## src/rtl/assoc_cache_controller.sv

```systemverilog
// assoc_cache_controller: N-way set-associative, write-back/write-allocate cache
// controller. Holds the tag, valid and dirty bits and the round-robin victim
// pointers. It decides hit or miss and sequences the victim write-back and the
// block refill with main memory, one word per mem_ready. It also drives the
// address and write controls of the external data array, which holds the data.
// Ports: clk/reset (sync, active-high); addr_in, mem_read, mem_write from the CPU;
// stall and hit to the CPU; cache_way/index/offset/we/fill to the data array;
// mem_re/mem_we/mem_addr and mem_ready with main memory.
module assoc_cache_controller #(
  parameter int DATA_MEM_WORDS = 1024,
  parameter int CACHE_WORDS    = 128,
  parameter int BLOCK_WORDS    = 4,
  parameter int WAYS           = 2,
  localparam int SETS = CACHE_WORDS / (BLOCK_WORDS * WAYS),
  localparam int OFF  = $clog2(BLOCK_WORDS),
  localparam int IDX  = $clog2(SETS),
  localparam int AW   = $clog2(DATA_MEM_WORDS),
  localparam int TAG  = AW - OFF - IDX,
  localparam int WB   = (WAYS > 1) ? $clog2(WAYS) : 1
) (
  input  logic            clk,
  input  logic            reset,
  input  logic [31:0]     addr_in,
  input  logic            mem_read,
  input  logic            mem_write,
  input  logic            mem_ready,
  output logic            stall,
  output logic            hit,
  output logic [WB-1:0]   cache_way,
  output logic [IDX-1:0]  cache_index,
  output logic [OFF-1:0]  cache_offset,
  output logic            cache_we,
  output logic            cache_fill,
  output logic            mem_re,
  output logic            mem_we,
  output logic [AW-1:0]   mem_addr
);

  typedef enum logic [1:0] {IDLE, WRITEBACK, REFILL} state_t;

  state_t          state;
  logic [OFF-1:0]  beat;

  // Per-set, per-way line state; per-set replacement pointer.
  logic [TAG-1:0]  tag_mem   [SETS][WAYS];
  logic [WAYS-1:0] valid_mem [SETS];
  logic [WAYS-1:0] dirty_mem [SETS];
  logic [WB-1:0]   rr_ptr    [SETS];

  // Miss context captured on leaving IDLE; only these are used during transfers.
  logic [TAG-1:0]  lat_tag;
  logic [TAG-1:0]  lat_vtag;
  logic [IDX-1:0]  lat_idx;
  logic [WB-1:0]   lat_way;
  logic            lat_by_ptr;

  logic [OFF-1:0]  a_off;
  logic [IDX-1:0]  a_idx;
  logic [TAG-1:0]  a_tag;
  logic            unused_addr;

  assign a_off       = addr_in[OFF-1:0];
  assign a_idx       = addr_in[OFF +: IDX];
  assign a_tag       = addr_in[OFF+IDX +: TAG];
  assign unused_addr = ^addr_in[31:AW];

  logic            req;
  logic            lk_hit;
  logic [WB-1:0]   lk_way;
  logic            vic_found;
  logic [WB-1:0]   vic_way;
  logic            vic_dirty;
  logic            last_beat;

  assign req       = mem_read | mem_write;
  assign last_beat = (beat == OFF'(BLOCK_WORDS - 1));

  // Tag lookup and victim choice on the live CPU address.
  always_comb begin
    lk_hit    = 1'b0;
    lk_way    = '0;
    vic_found = 1'b0;
    vic_way   = rr_ptr[a_idx];
    for (int w = 0; w < WAYS; w++) begin
      if (!lk_hit && valid_mem[a_idx][w] && (tag_mem[a_idx][w] == a_tag)) begin
        lk_hit = 1'b1;
        lk_way = WB'(w);
      end
      // Lowest-index invalid way wins over the round-robin pointer.
      if (!vic_found && !valid_mem[a_idx][w]) begin
        vic_found = 1'b1;
        vic_way   = WB'(w);
      end
    end
    if (WAYS == 1) begin
      vic_way = '0;
    end
    vic_dirty = valid_mem[a_idx][vic_way] & dirty_mem[a_idx][vic_way];
  end

  // Outputs are combinational from state, beat counter and lookup.
  always_comb begin
    stall        = 1'b0;
    hit          = 1'b0;
    cache_way    = lk_way;
    cache_index  = a_idx;
    cache_offset = a_off;
    cache_we     = 1'b0;
    cache_fill   = 1'b0;
    mem_re       = 1'b0;
    mem_we       = 1'b0;
    mem_addr     = '0;
    case (state)
      IDLE: begin
        stall    = req & ~lk_hit;
        hit      = req & lk_hit;
        cache_we = mem_write & lk_hit;
      end
      WRITEBACK: begin
        stall        = 1'b1;
        mem_we       = 1'b1;
        mem_addr     = {lat_vtag, lat_idx, beat};
        cache_way    = lat_way;
        cache_index  = lat_idx;
        cache_offset = beat;
      end
      REFILL: begin
        stall        = 1'b1;
        mem_re       = 1'b1;
        mem_addr     = {lat_tag, lat_idx, beat};
        cache_way    = lat_way;
        cache_index  = lat_idx;
        cache_offset = beat;
        cache_we     = mem_ready;
        cache_fill   = 1'b1;
      end
      default: begin
        stall = 1'b0;
      end
    endcase
  end

  always_ff @(posedge clk) begin
    if (reset) begin
      state      <= IDLE;
      beat       <= '0;
      lat_tag    <= '0;
      lat_vtag   <= '0;
      lat_idx    <= '0;
      lat_way    <= '0;
      lat_by_ptr <= 1'b0;
      for (int s = 0; s < SETS; s++) begin
        valid_mem[s] <= '0;
        dirty_mem[s] <= '0;
        rr_ptr[s]    <= '0;
        for (int w = 0; w < WAYS; w++) begin
          tag_mem[s][w] <= '0;
        end
      end
    end else begin
      case (state)
        IDLE: begin
          if (req) begin
            if (lk_hit) begin
              if (mem_write) begin
                dirty_mem[a_idx][lk_way] <= 1'b1;
              end
            end else begin
              lat_tag    <= a_tag;
              lat_vtag   <= tag_mem[a_idx][vic_way];
              lat_idx    <= a_idx;
              lat_way    <= vic_way;
              lat_by_ptr <= ~vic_found;
              beat       <= '0;
              state      <= vic_dirty ? WRITEBACK : REFILL;
            end
          end
        end
        WRITEBACK: begin
          if (mem_ready) begin
            if (last_beat) begin
              beat  <= '0;
              state <= REFILL;
            end else begin
              beat <= beat + OFF'(1);
            end
          end
        end
        REFILL: begin
          if (mem_ready) begin
            if (last_beat) begin
              valid_mem[lat_idx][lat_way] <= 1'b1;
              dirty_mem[lat_idx][lat_way] <= 1'b0;
              tag_mem[lat_idx][lat_way]   <= lat_tag;
              // Only a pointer-chosen victim advances the pointer; filling an
              // invalid way leaves the rotation where it was.
              if (lat_by_ptr && (WAYS > 1)) begin
                rr_ptr[lat_idx] <= rr_ptr[lat_idx] + WB'(1);
              end
              beat  <= '0;
              state <= IDLE;
            end else begin
              beat <= beat + OFF'(1);
            end
          end
        end
        default: begin
          state <= IDLE;
        end
      endcase
    end
  end

endmodule

```

## config.mk

```make
export PLATFORM = sky130hd
export DESIGN_NAME = assoc_cache_controller
export DESIGN_NICKNAME = d
export VERILOG_FILES = /design/src/rtl/assoc_cache_controller.sv
export SDC_FILE = /design/constraint.sdc
export NUM_CORES = 1
export LEC_CHECK = 0
export CAP_MARGIN = 20
export CORE_ASPECT_RATIO = 0.5
export CORE_MARGIN = 2
export CORE_UTILIZATION = 65
export CTS_CLUSTER_DIAMETER = 200
export CTS_CLUSTER_SIZE = 10
export DETAILED_ROUTE_END_ITERATION = 8
export HOLD_SLACK_MARGIN = 0.03
export PLACE_DENSITY = 0.85
export SLEW_MARGIN = 20
export SYNTH_ARGS = -nofsm -noshare
export SYNTH_HDL_FRONTEND = slang
export SYNTH_SLANG_ARGS = --single-unit
export TNS_END_PERCENT = 20
```

## constraint.sdc

```tcl
create_clock -name clk -period 10.3 [get_ports clk]
set_input_delay 2.06 -clock clk [delete_from_list [all_inputs] [get_ports clk]]
set_output_delay 2.06 -clock clk [all_outputs]
set_load 0.02 [all_outputs]
```

==> qor.yml, run 1 <==
sta:
  finalHoldWorstSlack_ps: 444
  fin_crit_sh: 0.806
  worst_pin_slew_ps: 1080
  finalSetupViolations: 0
  max_freq_mhz: 120
  final_hold_viol_count: 0
  slew_violations: 0
  period_minus_slack_ps: 8300
  rsz0062_at_grt: "no"
  fin_skew_ps: 15.0
  final.setup.tns_ps: 0
  setup_slack_ps: 2000
  max_slew_margin: 0.283
global_route:
  overflow: 0
  grt_pass1_vias: 7804
  grt_max_degree: 65
  grt_pass1_wl_mm: 42.6
  groute.usage.overall: 0.298
  antenna_found_initial: 0
yosys:
  synth-seq-cells: 230
  synth.most_common_cell: "edfxtp_1"
  synth_top_area_frac: 0.455
  avgSynthCellArea_um2: 12.4
  yosysWarnings: 0
  yosys.area.top_type: "edfxtp_1"
  synthCells: 938
  synth_edf_count: 176
  async_flop_share: 0
  synth_nets: 980
  ys_seq_area_frac: 0.548
  synth.area.top_cells: "edfxtp_1 45%, dfxtp_1 9.3%, and2_1 7.2%"
  syn_area_um2: 11600
  ys.flop_type: "edfxtp_1"
  yosys-top-cells-count: "176 x edfxtp_1, 134 x and2_1, 108 x nor2_1, 93 x o21ai_0, 54 x dfxtp_1"
  synthDistinctLibCells: 59
finish:
  final_area_um2: 12700
  final_core_utilization: 0.728
  fillers: 1071
  final_layout_size_suffix_gt1_frac: 0.119
  final_net_count: 983
  diodes: 0
  seqCellArea_um2: 6370
  final_cells: 1193
  area_delta_synth_final_pct: 9.27
  multi_input_area_um2: 4830
clock_network:
  cts_made_buffers: 26
  clk_pin_slew_worst_paths_ps: 60
  post_cts_buffers: 0
  clockBufferDepth: 3
  tritoncts: "built"
  cts_resized: 0
  cts_root_buffer: "clkbuf_16"
  h-tree-depth: 1
  hold_buffers: 0
  clkSinkCount: 230
  insertion_delay_ps: 530
drt:
  wirelength_mm: 27.5
  post_drt_via_cell_ratio: 6.55
  route.vias.total: 7813
  first_iter_violations: 851
  ant_nets: 0
  dr.pass1.iters: 5
  wl_per_cell_um: 23.0
  drc: 0
place:
  dp_cells: 1147
  place.gp.congestion: 0.841
  io_buffers: 37
  dp_hpwl_mm: 17.6
  placed_area_um2: 12000
  dp_worst_setup_slack_ps: 2110
worst_setup_path:
  r2r_end: "dirty_mem[11][0]"
  crit_top_cell: "nor2b_1"
  rrSetupSlack_ps: 6840
  r2r-start: "tag_mem[10][4]"
  crit_type: "in -> out"
  crit_arrival_ps: 6240
  setup.worst_path.end_class: "output pin"
  cp_slowest_cell: "buf_2"
  cp_max_fo: 36
  cpPeakStageDelay_ps: 780
  required_ps: 8240
  crit_chain: "buf_2 > buf_4 > mux4_1 > mux2i_1 > a21oi_1 > xor2_1 > a21oi_2 > a31oi_1 > nor2b_1 > nor2b_1 > clkdlybuf4s50_1"
  reg2reg_depth: 8
  start_kind: "input pin"
power_and_ir_drop:
  cellPowerDensity_nw_per_um2: 166
  ir_worst_vdd_mv: 0.109
  p_leak_nw: 4.81
  p_total_mw: 2.11
run:
  drv_cap: 0
floorplanning:
  die_h_um: 98.5
  start_util: 0.666
  pin_count: 60
  die-width_um: 193
  num_rows: 34
  coreArea_um2: 17400
  dieArea_um2: 19000
hold_path:
  hp-start: "valid_mem[2][0]"
  worstHoldPathType: "reg -> reg"
  holdPathStages: 1
  hold-path-endpoint: "valid_mem[2][0]"
outcome:
  status: "complete, no violations"
-- registers in the layout, summed over array words and instances (netlist names), named ones only --
signal	cells
lat_idx	4
lat_tag	4
tag_mem	128
beat	2
rr_ptr	16
valid_mem	32
state	2
dirty_mem	32
lat_way	1
lat_by_ptr	1
lat_vtag	4
-- how the worst max path moves through the flow --
stage,from,endpoint,slack (ps),depth (start not counted)
floorplan,addr_in[3],stall,3550,11
global placement,addr_in[3],stall,2220,11
detailed placement,addr_in[3],stall,2110,11
CTS,addr_in[3],hit,2020,11
global route,addr_in[3],hit,1750,11
finish,addr_in[3],hit,2000,11
-- cell usage in the layout, fill, tap and decap left out, drive strengths merged, types with 7 or more instances in the layout --
cell and n:
nor2b 8, edfxtp 176, clkdlybuf4s50 34, nor3 7, nand2 42, a21o 32, and2 135, mux2 18
dfxtp 54, nand3 12, buf 13, mux4 54, a21oi 11, inv 9, nor2 116, mux2i 35
clkbuf 45, o21ai 93
-- critical path, delay by kind of cell --
kind,cells,cell delay (ps)
buffers and inverters,3,1900
multiplexers,2,880
AO/OA/AOI/OAI,3,770
AND/OR/NAND/NOR,2,390
XOR/XNOR,1,190
-- final cells by class --
cell class	instances	area share
inverters	9	0.00266
well taps	234	0.0231
flip-flops and latches	230	0.502
repair buffers	47	0.0339
clock buffers	45	0.0569
clock inverters	1	0.00128
multi-input cells	627	0.381
-- metal layers --
layer	vias up	wire (µm)	global-route usage
li1	3452	-	-
met1	3798	10500	0.408
met2	491	13100	0.482
met3	72	3100	0.0630
met4	0	774	0.0991
met5	-	0	0
-- where the power goes --
| group | internal, mW | leakage [nW] | switching [mW] |
|---|---|---|---|
| registers | 1.03 | 2.25 | 0.0273 |
| clock network | 0.472 | 0.350 | 0.351 |
| logic | 0.0899 | 2.21 | 0.140 |
-- cells by family (layout without fill, tap and decap cells) --
group,after synthesis,in the layout,synth area share
flops,230,230,0.548
compound gates,168,168,0.0922
xor+xnor,5,5,0.00377
simple gates,342,342,0.154
fa+ha+maj,5,5,0.00539
mux,107,107,0.160
buf+inv,81,102,0.0363
Power figures use the tool's default switching activity.
==> inputs of run 2 (changes only) <==
CORE_UTILIZATION = 55   (was 65)
PLACE_DENSITY = 0.77   (was 0.85)
clock period = 7.4 ns   (was 10.3 ns; I/O delays follow)
==> qor.yml, run 2 (synthesis results as in run 1) <==
global_route:
  antenna_found_initial: 0
  grt_use_met1: 0.350
  busiest_layer: "met2"
  grt_pass1_vias: 7421
  groute.usage.overall: 0.241
  overflow: 0
  grt_max_degree: 68
  grt_use_met3: 0.0378
  grt.met2_usage: 0.385
  grt_pass1_wl_mm: 41.1
floorplanning:
  pin_count: 60
  coreArea_um2: 20600
  die-width_um: 210
  dieArea_um2: 22400
  num_rows: 37
  die_h_um: 107
  start_util: 0.563
clock_network:
  h-tree-depth: 1
  hold_buffers: 0
  insertion_delay_ps: 530
  clk_pin_slew_worst_paths_ps: 50
  cts_resized: 0
  cts_made_buffers: 26
  clockBufferDepth: 3
  post_cts_buffers: 0
  cts_root_buffer: "clkbuf_16"
  tritoncts: "built"
  clkSinkCount: 230
sta:
  slew_violations: 0
  max_freq_mhz: 155
  rsz0062_at_grt: "no"
  fin_skew_ps: 19.1
  max_slew_margin: 0.438
  finalSetupViolations: 0
  final.setup.tns_ps: 0
  final_hold_viol_count: 0
  fin_crit_sh: 0.872
  period_minus_slack_ps: 6450
  setup_slack_ps: 950
  worst_pin_slew_ps: 840
finish:
  final_cells: 1241
  diodes: 0
  top_regs: "tag_mem: 128 flops, dirty_mem: 32 flops, valid_mem: 32 flops"
  final_net_count: 990
  top_register: "tag_mem"
  final_layout_size_suffix_gt1_frac: 0.124
  final_common_cell: "edfxtp_1"
  largest_register_ff_count: 128
  layout_common_cells: "176 x edfxtp_1, 134 x and2_1, 108 x nor2_1"
  final_area_um2: 12800
  area_delta_synth_final_pct: 10.2
  fillers: 1528
worst_setup_path:
  required_ps: 5920
  crit_arrival_ps: 4970
  cp_max_fo: 14
  crit_type: "in -> out"
  setup.worst_path.end_class: "output pin"
  start_kind: "input pin"
place:
  placed_area_um2: 12100
  place.gp.congestion: 0.846
  io_buffers: 37
  dp_worst_setup_slack_ps: 962
  dp_hpwl_mm: 17.8
  dp_cells: 1193
drt:
  wirelength_mm: 26.6
  wl_per_cell_um: 21.4
  dr.pass1.iters: 5
  route.vias.total: 7667
  first_iter_violations: 1033
  post_drt_via_cell_ratio: 6.18
  drc: 0
  ant_nets: 0
power_and_ir_drop:
  cellPowerDensity_nw_per_um2: 230
  sw_frac_of_total: 0.246
  p_switching_mw: 0.723
  seqPwrFrac: 0.497
  ir_worst_vdd_mv: 0.181
  p_clk_frac: 0.392
  p_total_mw: 2.94
  comb_power_share: 0.111
  internal-power_mw: 2.22
  p_leak_nw: 4.85
run:
  drv_cap: 0
outcome:
  status: "complete, no violations"
hold_path:
  worstHoldPathType: "reg -> reg"
-- run 2: changes by cell type in the layout (fill, tap and decap cells not counted) --
| cell | change |
|---|---|
| dfxtp_2 | -1 |
| clkbuf_1 | +2 |
| dfxtp_1 | +1 |
| buf_4 | +7 |
-- run 2: layout make-up --
cell class | instances | area (µm²) | share of cell area
Clock buffer | 47 | 729 | 0.0570
Clock inverter | 1 | 16.3 | 0.00127
Inverter | 9 | 33.8 | 0.00264
Multi-Input combinational cell | 627 | 4830 | 0.377
Sequential cell | 230 | 6370 | 0.497
Tap cell | 273 | 342 | 0.0267
Timing Repair Buffer | 54 | 483 | 0.0377
-- run 2: worst paths after layout --
check	startpoint	end	slack (ps)	depth (start not counted)
setup / recovery	addr_in[3]	hit	950	12
hold reg to reg	valid_mem[13][0]	valid_mem[13][0]	450	1
setup reg to reg	tag_mem[12][6]	dirty_mem[1][0]	4050	8
hold / removal	valid_mem[13][0]	valid_mem[13][0]	450	1
-- run 2: metrics by stage --
step | util | hold slack, ps
after floorplan | - | 418
after global placement | 0.584 | 424
after detailed placement | 0.584 | 435
after CTS | 0.620 | 447
after global routing | 0.620 | 466
final | 0.620 | 446
-- run 2: critical path: stages --
cell and delay, ps:
buf_2 200, buf_4 310, mux4_1 650, mux2i_1 180, mux2i_1 210, xor2_1 240
nor4_4 530, a31oi_1 80, buf_4 190, nor2b_1 140, nor2b_1 140, clkdlybuf4s50_1 610
-- run 2: per-layer routing --
metal / vias to the layer above / wire [µm]
met2: 330 / 12300
met5: - / 0
met3: 41 / 2290
met4: 0 / 507
li1: 3471 / -
met1: 3825 / 11500
-- run 2: power by group through the flow --
stage / registers [mW] / logic, mW / clock network [mW]
floorplan: 1.47 / 0.235 / 0
global placement: 1.48 / 0.313 / 0
detailed placement: 1.49 / 0.321 / 0
CTS: 1.46 / 0.323 / 1.16
global route: 1.47 / 0.348 / 1.21
finish: 1.46 / 0.326 / 1.15
